### src/rtl/multdiv_sequencer.sv
// multdiv_sequencer: execute-stage controller for the shared multi-cycle
// multiply/divide unit. It detects mul/div in D/X and latches the operands
// and destination. It pulses start and freezes the front of the pipeline
// while the unit works, then overrides X/M with the result or with an
// rstatus exception write. A watchdog bounds every operation.
module multdiv_sequencer #(
   parameter int TIMEOUT = 40,
   parameter int CNT_W   = 6,
   parameter int MUL_EXC = 4,
   parameter int DIV_EXC = 5,
   parameter int TMO_EXC = 7
) (
   input  logic              clock,
   input  logic              reset,
   input  logic [31:0]       dx_insn,
   input  logic [31:0]       dx_A,
   input  logic [31:0]       dx_B,
   input  logic [31:0]       md_result,
   input  logic              md_exception,
   input  logic              md_resultRDY,
   output logic              md_ctrlMULT,
   output logic              md_ctrlDIV,
   output logic [31:0]       md_opA,
   output logic [31:0]       md_opB,
   output logic              stall,
   output logic              xm_override,
   output logic [31:0]       xm_result,
   output logic [4:0]        xm_rd,
   output logic [CNT_W-1:0]  busy_cycles
);

   typedef enum logic [1:0] {IDLE, START, BUSY, DONE} state_t;

   // Exceptions are reported through rstatus.
   localparam logic [4:0] RSTATUS = 5'd30;

   state_t            state_reg, state_next;
   logic [31:0]       op_a_reg, op_b_reg;
   logic [4:0]        rd_reg;
   logic              is_div_reg;
   logic [CNT_W-1:0]  cnt_reg;
   logic [31:0]       res_reg;
   logic [4:0]        res_rd_reg;
   logic              md_hit;
   logic              timeout_hit;
   logic              unused_bits;

   // R-type opcode with ALU op mul (00110) or div (00111).
   assign md_hit = (dx_insn[31:27] == 5'b00000) &&
                   ((dx_insn[6:2] == 5'b00110) || (dx_insn[6:2] == 5'b00111));

   // Watchdog: the last permitted BUSY cycle is the one where the count
   // still reads TIMEOUT-1 (it increments on that same edge).
   assign timeout_hit = (cnt_reg == CNT_W'(TIMEOUT - 1));

   // Operand and rs/rt fields are not needed for decode.
   assign unused_bits = ^{dx_insn[21:7], dx_insn[1:0]};

   // State register.
   always_ff @(posedge clock) begin
      if (reset) begin
         state_reg <= IDLE;
      end else begin
         state_reg <= state_next;
      end
   end

   // Next-state logic and control outputs.
   always_comb begin
      state_next  = state_reg;
      stall       = 1'b0;
      md_ctrlMULT = 1'b0;
      md_ctrlDIV  = 1'b0;
      xm_override = 1'b0;
      xm_result   = 32'd0;
      xm_rd       = 5'd0;
      case (state_reg)
         IDLE: begin
            if (md_hit) begin
               stall      = 1'b1;
               state_next = START;
            end
         end
         START: begin
            stall       = 1'b1;
            md_ctrlMULT = !is_div_reg;
            md_ctrlDIV  = is_div_reg;
            state_next  = BUSY;
         end
         BUSY: begin
            stall = 1'b1;
            if (md_resultRDY || timeout_hit) begin
               state_next = DONE;
            end
         end
         DONE: begin
            // stall stays low so the mul/div leaves D/X at the end of DONE.
            xm_override = 1'b1;
            xm_result   = res_reg;
            xm_rd       = res_rd_reg;
            state_next  = IDLE;
         end
         default: state_next = IDLE;
      endcase
   end

   // Operand/destination latch, busy counter and completion capture.
   always_ff @(posedge clock) begin
      if (reset) begin
         op_a_reg   <= 32'd0;
         op_b_reg   <= 32'd0;
         rd_reg     <= 5'd0;
         is_div_reg <= 1'b0;
         cnt_reg    <= '0;
         res_reg    <= 32'd0;
         res_rd_reg <= 5'd0;
      end else begin
         case (state_reg)
            IDLE: begin
               if (md_hit) begin
                  op_a_reg   <= dx_A;
                  op_b_reg   <= dx_B;
                  rd_reg     <= dx_insn[26:22];
                  is_div_reg <= dx_insn[2];
                  cnt_reg    <= '0;
               end
            end
            BUSY: begin
               cnt_reg <= cnt_reg + CNT_W'(1);
               if (md_resultRDY) begin
                  if (md_exception) begin
                     res_reg    <= is_div_reg ? 32'(DIV_EXC) : 32'(MUL_EXC);
                     res_rd_reg <= RSTATUS;
                  end else begin
                     res_reg    <= md_result;
                     res_rd_reg <= rd_reg;
                  end
               end else if (timeout_hit) begin
                  res_reg    <= 32'(TMO_EXC);
                  res_rd_reg <= RSTATUS;
               end
            end
            default: ;
         endcase
      end
   end

   assign md_opA      = op_a_reg;
   assign md_opB      = op_b_reg;
   assign busy_cycles = cnt_reg;

endmodule

### config.mk
export PLATFORM = sky130hd
export DESIGN_NAME = multdiv_sequencer
export DESIGN_NICKNAME = d
export VERILOG_FILES = /design/src/rtl/multdiv_sequencer.sv
export SDC_FILE = /design/constraint.sdc
export NUM_CORES = 1
export LEC_CHECK = 0
export BUFFER_PORTS_ARGS = -buffer_cell sky130_fd_sc_hd__buf_4
export CAP_MARGIN = 20
export CORE_ASPECT_RATIO = 2
export CORE_MARGIN = 1
export CORE_UTILIZATION = 45
export DETAILED_ROUTE_END_ITERATION = 16
export HOLD_SLACK_MARGIN = 0.08
export PLACE_DENSITY = 0.79
export SYNTH_ARGS = -nofsm -noshare
export SYNTH_HDL_FRONTEND = slang
export SYNTH_SLANG_ARGS = --single-unit
### constraint.sdc
create_clock -name clock -period 3.7 [get_ports clock]
set_clock_uncertainty 0.1 [all_clocks]
set_input_delay 0.37 -clock clock [delete_from_list [all_inputs] [get_ports clock]]
set_output_delay 0.37 -clock clock [all_outputs]
set_load 0.05 [all_outputs]
======== After elaboration in Yosys (flattened, before gate mapping) ========
Cells that the tools add are included.
W data, S select, Z words.
storage, ports and cells
  bits in read-only memories .............. 0
  input port bits ......................... 132
  memories kept ........................... 0
  output and inout port bits .............. 111
  register bits ........................... 115
  logic and storage cells ................. 49
  latch bits .............................. 0
  RAM bits ................................ 0
cells by class
  shifts and indexed selects .............. 0
  $add $sub $neg .......................... 1
  magnitude comparators ................... 0
  divide/modulo/power cells ............... 0
  reductions and logical operators ........ 13
  multipliers ............................. 0
  eq/ne operators ......................... 8
  mux-type cells .......................... 19
  bitwise gates (word level) .............. 0
operators with widths
  operator               count
  $mux W32               4
  $mux W5                4
  $pmux W6 S2            1
  $eq A5 B3 Y1 const B   2
  $pmux W2 S4            1
  $reduce_and A2 Y1      4
  $add A6 B1 Y6 const B  1
  $eq A6 B6 Y1 const B   1
  $mux W6                1
  $logic_not A5 Y1       1
  $mux W1                5
  $eq A2 B2 Y1 const B   2
  $mux W2                2
  $ne A2 B2 Y1 const B   2
  $reduce_bool A2 Y1     2
  $eq A2 B1 Y1 const B   1
  $logic_not A2 Y1       1
  $logic_or A1 B1 Y1     2
  $pmux W1 S2            1
  $reduce_or A2 Y1       1
  $logic_and A1 B1 Y1    1
  $logic_not A1 Y1       1

======== Longest topological paths before layout ========
Gate-level depths: netlist (run 1).
  depth after elaboration ................. 5
  mapped depth ............................ 9
  gate-level depth less buffers ........... 6

======== Worst setup path before layout (run 1) ========
No wires, ideal clock.
  path type ............................... register to output
  start ................................... reg state_reg[0]
  end ..................................... out stall
  path slack .............................. 1195 ps
  stages on the path, launching flop included .. 9
  arrival ................................. 2035 ps
  data required time ...................... 3230 ps
  path buffers ............................ 2
  cells stage by stage .................... dfxtp_1 -> inv_1 -> ha_1 -> nor4b_4 -> and3_1 -> buf_2 -> buf_2 -> nor2_1 -> nor2_1
on the way
  cells in the longest elaborated chain, start to end .. 3
  elaborated cells on any way between the ends .. 5
  those cells by class .................... eq/ne (2); mux (1); reduce/logical (2)
ends and longest elaborated chain
  item                                          RTL line  text
  start: declaration                            37        state_t state_reg, state_next;
  start signal: assignment                      64        state_reg <= state_next;
  $eq A2 B2 Y1 or $eq A2 B1 Y1 (tied branches)  77        case (state_reg)
  $reduce_or A2 Y1 (no line)                    -
  $pmux W1 S2 *                                 77
  end: declaration                              25        output logic stall,
Every way passes the cells marked *; elsewhere a longest branch is shown, timed or not.

======== Worst setup path in the final report (run 1) ========
  start ................................... reg state_reg[1]
  end ..................................... out xm_result[7]
on the way
  cells in the longest elaborated chain, start to end .. 2
ends and longest elaborated chain
  item              RTL line  text
  $eq A2 B2 Y1      77
  $mux W32          77
  end: declaration  27        output logic [31:0] xm_result,
No other way between the ends.

==> metrics.md, run 1 <==
| Metric | Value |
|---|---|
| Status | finished clean |
| Area Growth Syn to Fin | 49.55% |
| Largest net degree at the start of global routing | 117 |
| DRC viols | 0 |
| Worst skew pair latency | 0.39 ns |
| Multi-input gate area | around 2200 µm² |
| Sequential cell area fraction in the yosys report | between 40% and 50% |
| CP Data Arrival Time | 2.17 ns |
| Setup Viol. Count Final | 0 |
| Fin crit period | between 2 and 3 ns |
| NetSw | 0.0006389 W |
| GRT Total Usage | 25.24% |
| Area of the die | 10930 µm² |
| Synthesized instance count | 580 |
| Commonest cells in the netlist | 146 x nand2_1, 115 x dfxtp_1, 112 x a21oi_1 |
| Vias per cell | between 5 and 6 |
| Fin crit share | roughly 71% |
| Antenna Nets Post-Route | 0 |
| Final hold viol count | 0 |
| P_int | 0.002520 W |
| Finished Layout Cells | 926 |
| Register area | ~2300 µm² |
| Dpl cell area | between 6000 and 7000 µm² |
| Crit. Startpoint | state_reg[1] |
| Comb pwr share | 6.4% |
| Critical R2R Launch | state_reg[0] |
| Critical path type | register to output port |
| Hold crit path type | primary input to register |
| Fin. max-slew vios | 0 |
| Peak VDD IR | ~0.43 mV |
| Sequential power share | 39.4% |
| CTS tree | built |
| Share of layout cells above drive strength 1 | approximately a third |
| Reg2Reg Setup Slack | around 1.1 ns |
| Max-cap violations | 0 |
| Global placement routability congestion | slightly below 0.8 |
| Switch share | 20.22% |
| GR Overflow Total | 0 |
| First-pass GRT wire length | ~21000 µm |
| Synth warnings | 0 |
| Wirelength per Cell | between 10 and 15 µm |
| # rows | 52 |
| Nets | between 900 and 1000 |
| Ys flop type | dfxtp_1 |
| CP Capture Type | output port |
| Asr flop ratio synth | 0% |
| Final instance area | 7062 µm² |
| Slew HR | a little over a quarter |
| Post-synth top area share | around half |
| Hold_ws | 0.1150 ns |
| Synth cell types | 33 |
| Pre-antenna DRT Iters | 4 |
| TritonCTS buffer count | 17 |
| Root buf cell | clkbuf_16 |
| Post-Place Cells | approximately 900 |
| Syn nets | approximately 720 |
| Pwr per Cell Area | 447.4 nW/µm² |
| Die Width | 74.44 µm |
| Post-CTS sizing | 0 |
| FILL cells | a little over 800 |
| Reg2reg path depth | 5 |
| Worst Tran Pin Value | about 1.1 ns |
| Drt total wl | 13660 µm |
| Initial Utilization | approximately 47% |
| Clock Sinks | roughly 120 |
| Critical Path Fanout Max | 39 |
| Reg2reg end | busy_cycles[5] |
| Initial antenna violation count | 0 |
| Setup TNS | 0 ns |
| Iter 0 DRT Violations | 189 |
| Fmax | approximately 380 MHz |
| Crit start category | register |
| CP Capture Point | xm_result[7] |
| Post-CTS Setup Repair Bufs | 0 |
| Most numerous cell in the Yosys netlist | nand2_1 |
| I/O pin cnt | about 240 |
| Die H | approximately 150 µm |
| Post-detail-place hpwl | 9297 µm |
| Vias in the first global route | about 4600 |
| Clk pwr share | between 50% and 60% |
| Core ar. | 10150 µm² |
| Post-CTS Hold Fix Bufs | 0 |
| Number of synthesized register bits | ~120 |
| Clk slew on worst S/H paths | approximately 0.05 ns |
| Critical Path RT | between 3 and 4 ns |
| Main area contributors after synthesis | dfxtp_1 49%, a21oi_1 12%, nand2_1 12% |
| Unrepaired setup endpoints after global routing | no |
| Ant. Diodes | 0 |
| H-tree levels | 4 |
| Mean Syn Cell Area | slightly above 8 µm² |
| Synth area leader | dfxtp_1 |
| Hold path start | dx_B[9] |
| Leakage power | ~2.9 nW |
| Via count | slightly below 5000 |
| IO buf count | around 230 |
| Post-synth EDFFs | 0 |
| Syn Std Cell Area | roughly 4700 µm² |
| Clk buf depth | 2 |
| Total design power | around 0.0032 W |
==> power by group through the flow <==
stage	logic [W]	registers [W]	clock network (W)
after floorplan	0.0000776	0.00127	0
after CTS	0.000197	0.00125	0.00174
final	0.000201	0.00125	0.00171
after detailed placement	0.000196	0.00127	0
after global routing	0.000215	0.00125	0.00179
after global placement	0.000193	0.00127	0
==> cell type report <==
class	count	share of cell area, %
inverters	4	0.2126
clock inverters	10	2.197
multi-input cells	410	31.10
repair buffers	231	24.84
clock buffers	21	6.662
flip-flops and latches	115	32.60
well taps	135	2.392
==> cells by family after synthesis <==
group | count (synthesis) | synth area share [%]
muxes | 2 | 0.4240
AOI/OAI and AO/OA | 162 | 18.52
adders and majority gates | 6 | 1.590
buffers and inverters | 55 | 4.928
and+or+nand+nor | 237 | 25.23
DFF | 115 | 48.75
xor gates and xnor gates | 3 | 0.5565
==> per-stage QoR <==
stage / worst slack (ns) / utilization, %
2_1_floorplan: 1.195 / -
4_1_cts: 1.022 / 69.30
6_report: 1.060 / 69.58
3_3_place_gp: 1.144 / 63.14
3_5_place_dp: 1.020 / 63.14
5_1_grt: 0.8374 / 69.58
==> worst max-delay path, cell delays in order, from the launching register on <==
cell     delay [ns]
dfxtp_1        0.38
ha_1           0.90
and2_1         0.28
buf_4          0.21
==> worst min path at each step <==
stage / slack, ns / to / cells after the start
finish: 0.12 / md_opB[9] / 3
global route: 0.1 / md_opB[26] / 3
CTS: 0.1 / md_opB[10] / 3
detailed placement: 0.35 / rd_reg[3] / 2
global placement: 0.34 / md_opB[23] / 2
floorplan: 0.34 / rd_reg[0] / 2
==> placed cells by master, fill, tap and decap left out, types with 4 or more instances in the layout <==
| cell type | Yosys | layout |
|---|---|---|
| a211oi_1 | 7 | 7 |
| a21oi_1 | 112 | 112 |
| and2_1 | 38 | 38 |
| buf_4 | 6 | 230 |
| bufinv_16 | 0 | 4 |
| clkbuf_16 | 0 | 17 |
| clkinv_2 | 0 | 4 |
| dfxtp_1 | 115 | 115 |
| ha_1 | 6 | 6 |
| inv_1 | 4 | 4 |
| nand2_1 | 146 | 146 |
| nand2b_1 | 4 | 4 |
| nand4b_1 | 30 | 30 |
| nor2_1 | 10 | 10 |
| o21ai_0 | 30 | 30 |
==> routing by layer <==
metal | vias up | wire, µm | GRT usage, % | share of wire, %
met3 | 29 | 839 | 8.230 | 6.1
li1 | 2372 | - | - | -
met5 | - | 0 | 0 | 0
met2 | 186 | 7444 | 44.10 | 54
met1 | 2246 | 4957 | 26.06 | 36
met4 | 0 | 421 | 12.08 | 3.1
Power figures use the tool's default switching activity.
==> run 2: changes to the inputs <==
- CORE_UTILIZATION: 45 -> 41
- PLACE_DENSITY: 0.79 -> 0.76
- clock period: 3.7 -> 2.26 ns (I/O delays scaled with it)
==> run 2 against run 1 <==
Compared with the run above:
- sequential share of layout area is 4.5 points lower
- combinational power increased by 150%
- first-iteration DRC count grew 47%
- final area up 16%
- global-route usage up 1.9 points
- final cell count up 13%
- die area rose by 9.6%
- flip-flop and latch count unchanged
- critical endpoint is now stall
- largest power group unchanged
- highest routed layer unchanged
==> metrics.md, run 2 (synthesis results as in run 1) <==
| Metric | Value |
|---|---|
| Status | finished clean |
| Share of layout cells above drive strength 1 | between 30% and 40% |
| Worst Tran Pin Value | about 0.58 ns |
| Core ar. | ~11000 µm² |
| H-tree levels | 4 |
| Final hold viol count | 0 |
| TritonCTS buffer count | 17 |
| Max-cap violations | 0 |
| Unrepaired setup endpoints after global routing | no |
| Worst skew pair latency | about 0.40 ns |
| Vias per cell | around 5.2 |
| Fin crit share | between 90% and 100% |
| Peak VDD IR | about 0.69 mV |
| # rows | 55 |
| CP Data Arrival Time | between 1.5 and 2 ns |
| Pre-antenna DRT Iters | 5 |
| Fmax | around 460 MHz |
| CP Capture Type | output port |
| Global placement routability congestion | 0.8057 |
| Clk slew on worst S/H paths | approximately 0.06 ns |
| Leakage power | 3.405 nW |
| Total design power | 0.005368 W |
| Fin crit period | 2.162 ns |
| Die H | 153.8 µm |
| Area Growth Syn to Fin | 73.29% |
| Iter 0 DRT Violations | between 200 and 300 |
| Clock Sinks | 115 |
| Critical Path Fanout Max | 5 |
| Initial Utilization | approximately two fifths |
| Drt total wl | ~16000 µm |
| DRC viols | 0 |
| Die Width | roughly 78 µm |
| Critical Path RT | around 1.9 ns |
| Via count | around 5400 |
| Nets | roughly 1000 |
| Most common cell after layout, fill and taps aside | buf_4 |
| Clk buf depth | 2 |
| Dpl cell area | roughly 6500 µm² |
| Crit start category | register |
| Post-detail-place hpwl | between 9000 and 10000 µm |
| Setup Viol. Count Final | 0 |
| Most frequent cells in the layout | 238 x buf_4, 146 x nand2_1, 115 x dfxtp_1, 112 x a21oi_1, 101 x dlygate4sd3_1 |
| Hold crit path type | primary input to register |
| IO buf count | 225 |
| Root buf cell | clkbuf_16 |
| Wirelength per Cell | between 15 and 20 µm |
| I/O pin cnt | 243 |
| Setup TNS | 0 ns |
| Final instance area | 8183 µm² |
| Finished Layout Cells | about 1000 |
| GR Overflow Total | 0 |
| Vias in the first global route | ~5400 |
| Initial antenna violation count | 1 |
| Antenna Nets Post-Route | 0 |
| Fin. max-slew vios | 0 |
| CTS tree | built |
| GRT Total Usage | 27.16% |
| Critical path type | register to output port |
| Slew HR | between 60% and 70% |
| First-pass GRT wire length | ~25000 µm |
| Area of the die | roughly 12000 µm² |
| Pwr per Cell Area | ~660 nW/µm² |
| Post-Place Cells | about 910 |
| Largest net degree at the start of global routing | 55 |
-- run 2: power by group --
part	switching (W)	total (W)	internal, W
sequential	0.00000494	0.00204	0.00203
clock	0.000980	0.00283	0.00185
combinational	0.000199	0.000494	0.000295
-- run 2: cell type report --
class	instances	area [µm²]
Antenna cell	1	2.502
Clock buffer	17	425.4
Clock inverter	15	205.2
Fill cell	809	3103
Inverter	4	15.01
Multi-Input combinational cell	410	2217
Sequential cell	115	2302
Tap cell	142	177.7
Timing Repair Buffer	341	2838
-- run 2: layer usage --
metal  global-route usage [%]  vias to the layer above  wire length, µm
li1                         -                     2590                -
met1                    27.31                     2522             5737
met2                    47.45                      249             8532
met3                    7.359                       76              913
met4                    19.14                        0              978
met5                        0                        -                0
-- run 2: stage by stage --
step                      hold WS (ns)  setup slack [ns]  utilization, %
after floorplan                 0.2620            0.1215               -
after global placement          0.3435            0.2667           57.66
after detailed placement        0.3468            0.1682           57.66
after CTS                      0.09150           0.04247           72.39
after global routing           0.09707         0.0007163           72.51
final                           0.1047           0.09843           72.51
-- run 2: what timing repair did --
item,CTS,global route
hold buffers,101,0
pin swaps,1,0
endpoints found under the hold margin,101,0
buffers inserted,2,0
setup endpoints to repair,1,2
resized for setup,2,2
-- run 2: worst paths after layout --
check	cells past startpoint	slack, ns	startpoint	to
worst min register to register	2	0.35	md_opB[13]	md_opB[13]
worst max register to register	8	0.22	state_reg[1]	md_opB[31]
worst min-delay path	3	0.10	md_result[0]	res_reg[0]
worst max-delay path	7	0.1	state_reg[1]	stall
-- run 2: critical path, stage by stage, from the launching register on --
cell and delay, ns:
dfxtp_1 0.34, inv_1 0.15, ha_4 0.18, nor4b_4 0.21
and3_4 0.22, nor2_1 0.04, nor2_2 0.07, buf_4 0.21
==> run 3: changes to the inputs <==
- MAX_ROUTING_LAYER: unset -> met4
==> run 3 against run 2 <==
Compared with the run above:
- sequential power hardly changed
- worst hold slack hardly changed
- first-iteration DRC count is 4.3% higher
- critical endpoint unchanged
==> metrics.md, run 3 (synthesis results as in run 1) <==
| Metric | Value |
|---|---|
| Status | finished clean |
| Vias per cell | approximately 5.2 |
| Die H | between 150 and 200 µm |
| Crit start category | register |
| Largest net degree at the start of global routing | 55 |
| Nets | 1027 |
| Initial antenna violation count | 1 |
| Worst skew pair latency | ~0.40 ns |
| Initial Utilization | between 40% and 50% |
| Dpl cell area | 6507 µm² |
| I/O pin cnt | ~240 |
| Share of layout cells above drive strength 1 | slightly above 30% |
| Clk buf depth | 2 |
| Fin. max-slew vios | 0 |
| Fmax | ~460 MHz |
| Die Width | a little under 80 µm |
| CTS tree | built |
| Vias in the first global route | between 5000 and 6000 |
| Worst Tran Pin Value | about 0.58 ns |
| Antenna Nets Post-Route | 0 |
| Slew HR | roughly three fifths |
| CP Data Arrival Time | 1.84 ns |
| Drt total wl | roughly 16000 µm |
| Routed met2 length | between 8000 and 9000 µm |
| Fin crit period | around 2.2 ns |
| Post-Place Cells | 909 |
| Most frequent cells in the layout | 238 x buf_4, 146 x nand2_1, 115 x dfxtp_1, 112 x a21oi_1, 101 x dlygate4sd3_1 |
| Critical Path Fanout Max | 5 |
| Pwr per Cell Area | 655.8 nW/µm² |
| Finished Layout Cells | 1045 |
| Critical path type | register to output port |
| Iter 0 DRT Violations | slightly below 300 |
| Unrepaired setup endpoints after global routing | no |
| Wirelength per Cell | roughly 15 µm |
| Area Growth Syn to Fin | 73.29% |
| Hold crit path type | primary input to register |
| Post-detail-place hpwl | between 9000 and 10000 µm |
| Via count | 5423 |
| TritonCTS buffer count | 17 |
| Clock Sinks | about 120 |
| Root buf cell | clkbuf_16 |
| Critical Path RT | 1.93 ns |
| Pre-antenna DRT Iters | 4 |
| Fin crit share | between 90% and 100% |
| Setup TNS | 0 ns |
| Clk slew on worst S/H paths | ~0.06 ns |
| Most common cell after layout, fill and taps aside | buf_4 |
| DRC viols | 0 |
| # rows | 55 |
| Global placement routability congestion | about 0.82 |
| First-pass GRT wire length | 25430 µm |
| IO buf count | approximately 230 |
| Leakage power | between 3 and 4 nW |
| DR top layer | met4 |
| Final instance area | 8183 µm² |
| Peak VDD IR | ~0.7 mV |
| Max-cap violations | 0 |
| CP Capture Type | output port |
| GRT Total Usage | between 20% and 30% |
| Final hold viol count | 0 |
| M1 WL | 5886 µm |
| Hold_ws | 0.1050 ns |
| GR Overflow Total | 0 |
| Area of the die | approximately 12000 µm² |
| Setup Viol. Count Final | 0 |
| Met3 wire length | 809 µm |
| H-tree levels | 4 |
| Core ar. | about 11000 µm² |
==> run 3: through the flow <==
step	total power, W	setup slack (ns)	utilization, %
6_report	0.005366	0.09208	72.51
5_1_grt	0.005545	0.002846	72.51
4_1_cts	0.005386	0.04247	72.39
3_5_place_dp	0.002414	0.1682	57.66
3_3_place_gp	0.002408	0.2667	57.66
2_1_floorplan	0.002215	0.1215	-
==> run 3: cell type report <==
cell class / count / area [µm²]
fillers: 809 / 3103
repair buffers: 341 / 2838
flip-flops and latches: 115 / 2302
multi-input cells: 410 / 2217
clock buffers: 17 / 425.4
clock inverters: 15 / 205.2
well taps: 142 / 177.7
inverters: 4 / 15.01
diodes: 1 / 2.502
==> run 3: metal layers <==
layer  vias to the layer above  global-route usage [%]
met5                         -                       -
met4                         0                   19.59
met3                        79                   5.816
met2                       241                   47.41
met1                      2512                   28.02
li1                       2591                       -
==> run 3: path summary, 6_finish.rpt <==
check                    start         end  slack [ns]  depth (start not counted)
setup / recovery  state_reg[1]       stall        0.09                          7
hold / removal    md_result[0]  res_reg[0]        0.10                          3
setup reg to reg  state_reg[1]  md_opB[31]        0.21                          8
hold reg to reg     md_opB[13]  md_opB[13]        0.35                          2
==> run 3: critical path, stage by stage, from the launching register on <==
cell     delay [ns]
dfxtp_1        0.34
inv_1          0.16
ha_4           0.19
nor4b_4        0.21
and3_4         0.23
nor2_1         0.04
nor2_2         0.07
buf_4          0.20
==> run 3: report_power, final <==
part / leakage [nW] / switching, W / total [W] / internal (W)
sequential: 0.926 / 0.00000496 / 0.00204 / 0.00203
combinational: 2.18 / 0.000199 / 0.000494 / 0.000295
clock: 0.300 / 0.000979 / 0.00283 / 0.00185
==> run 3: what timing repair did <==
| action | CTS | global route |
|---|---|---|
| gates cloned | 0 | 0 |
| gates resized for setup | 2 | 2 |
| endpoints found under the setup margin | 1 | 2 |
| pin swaps | 1 | 0 |
| buffers inserted | 2 | 0 |
| hold endpoints to repair | 101 | 0 |
| hold buffers | 101 | 0 |
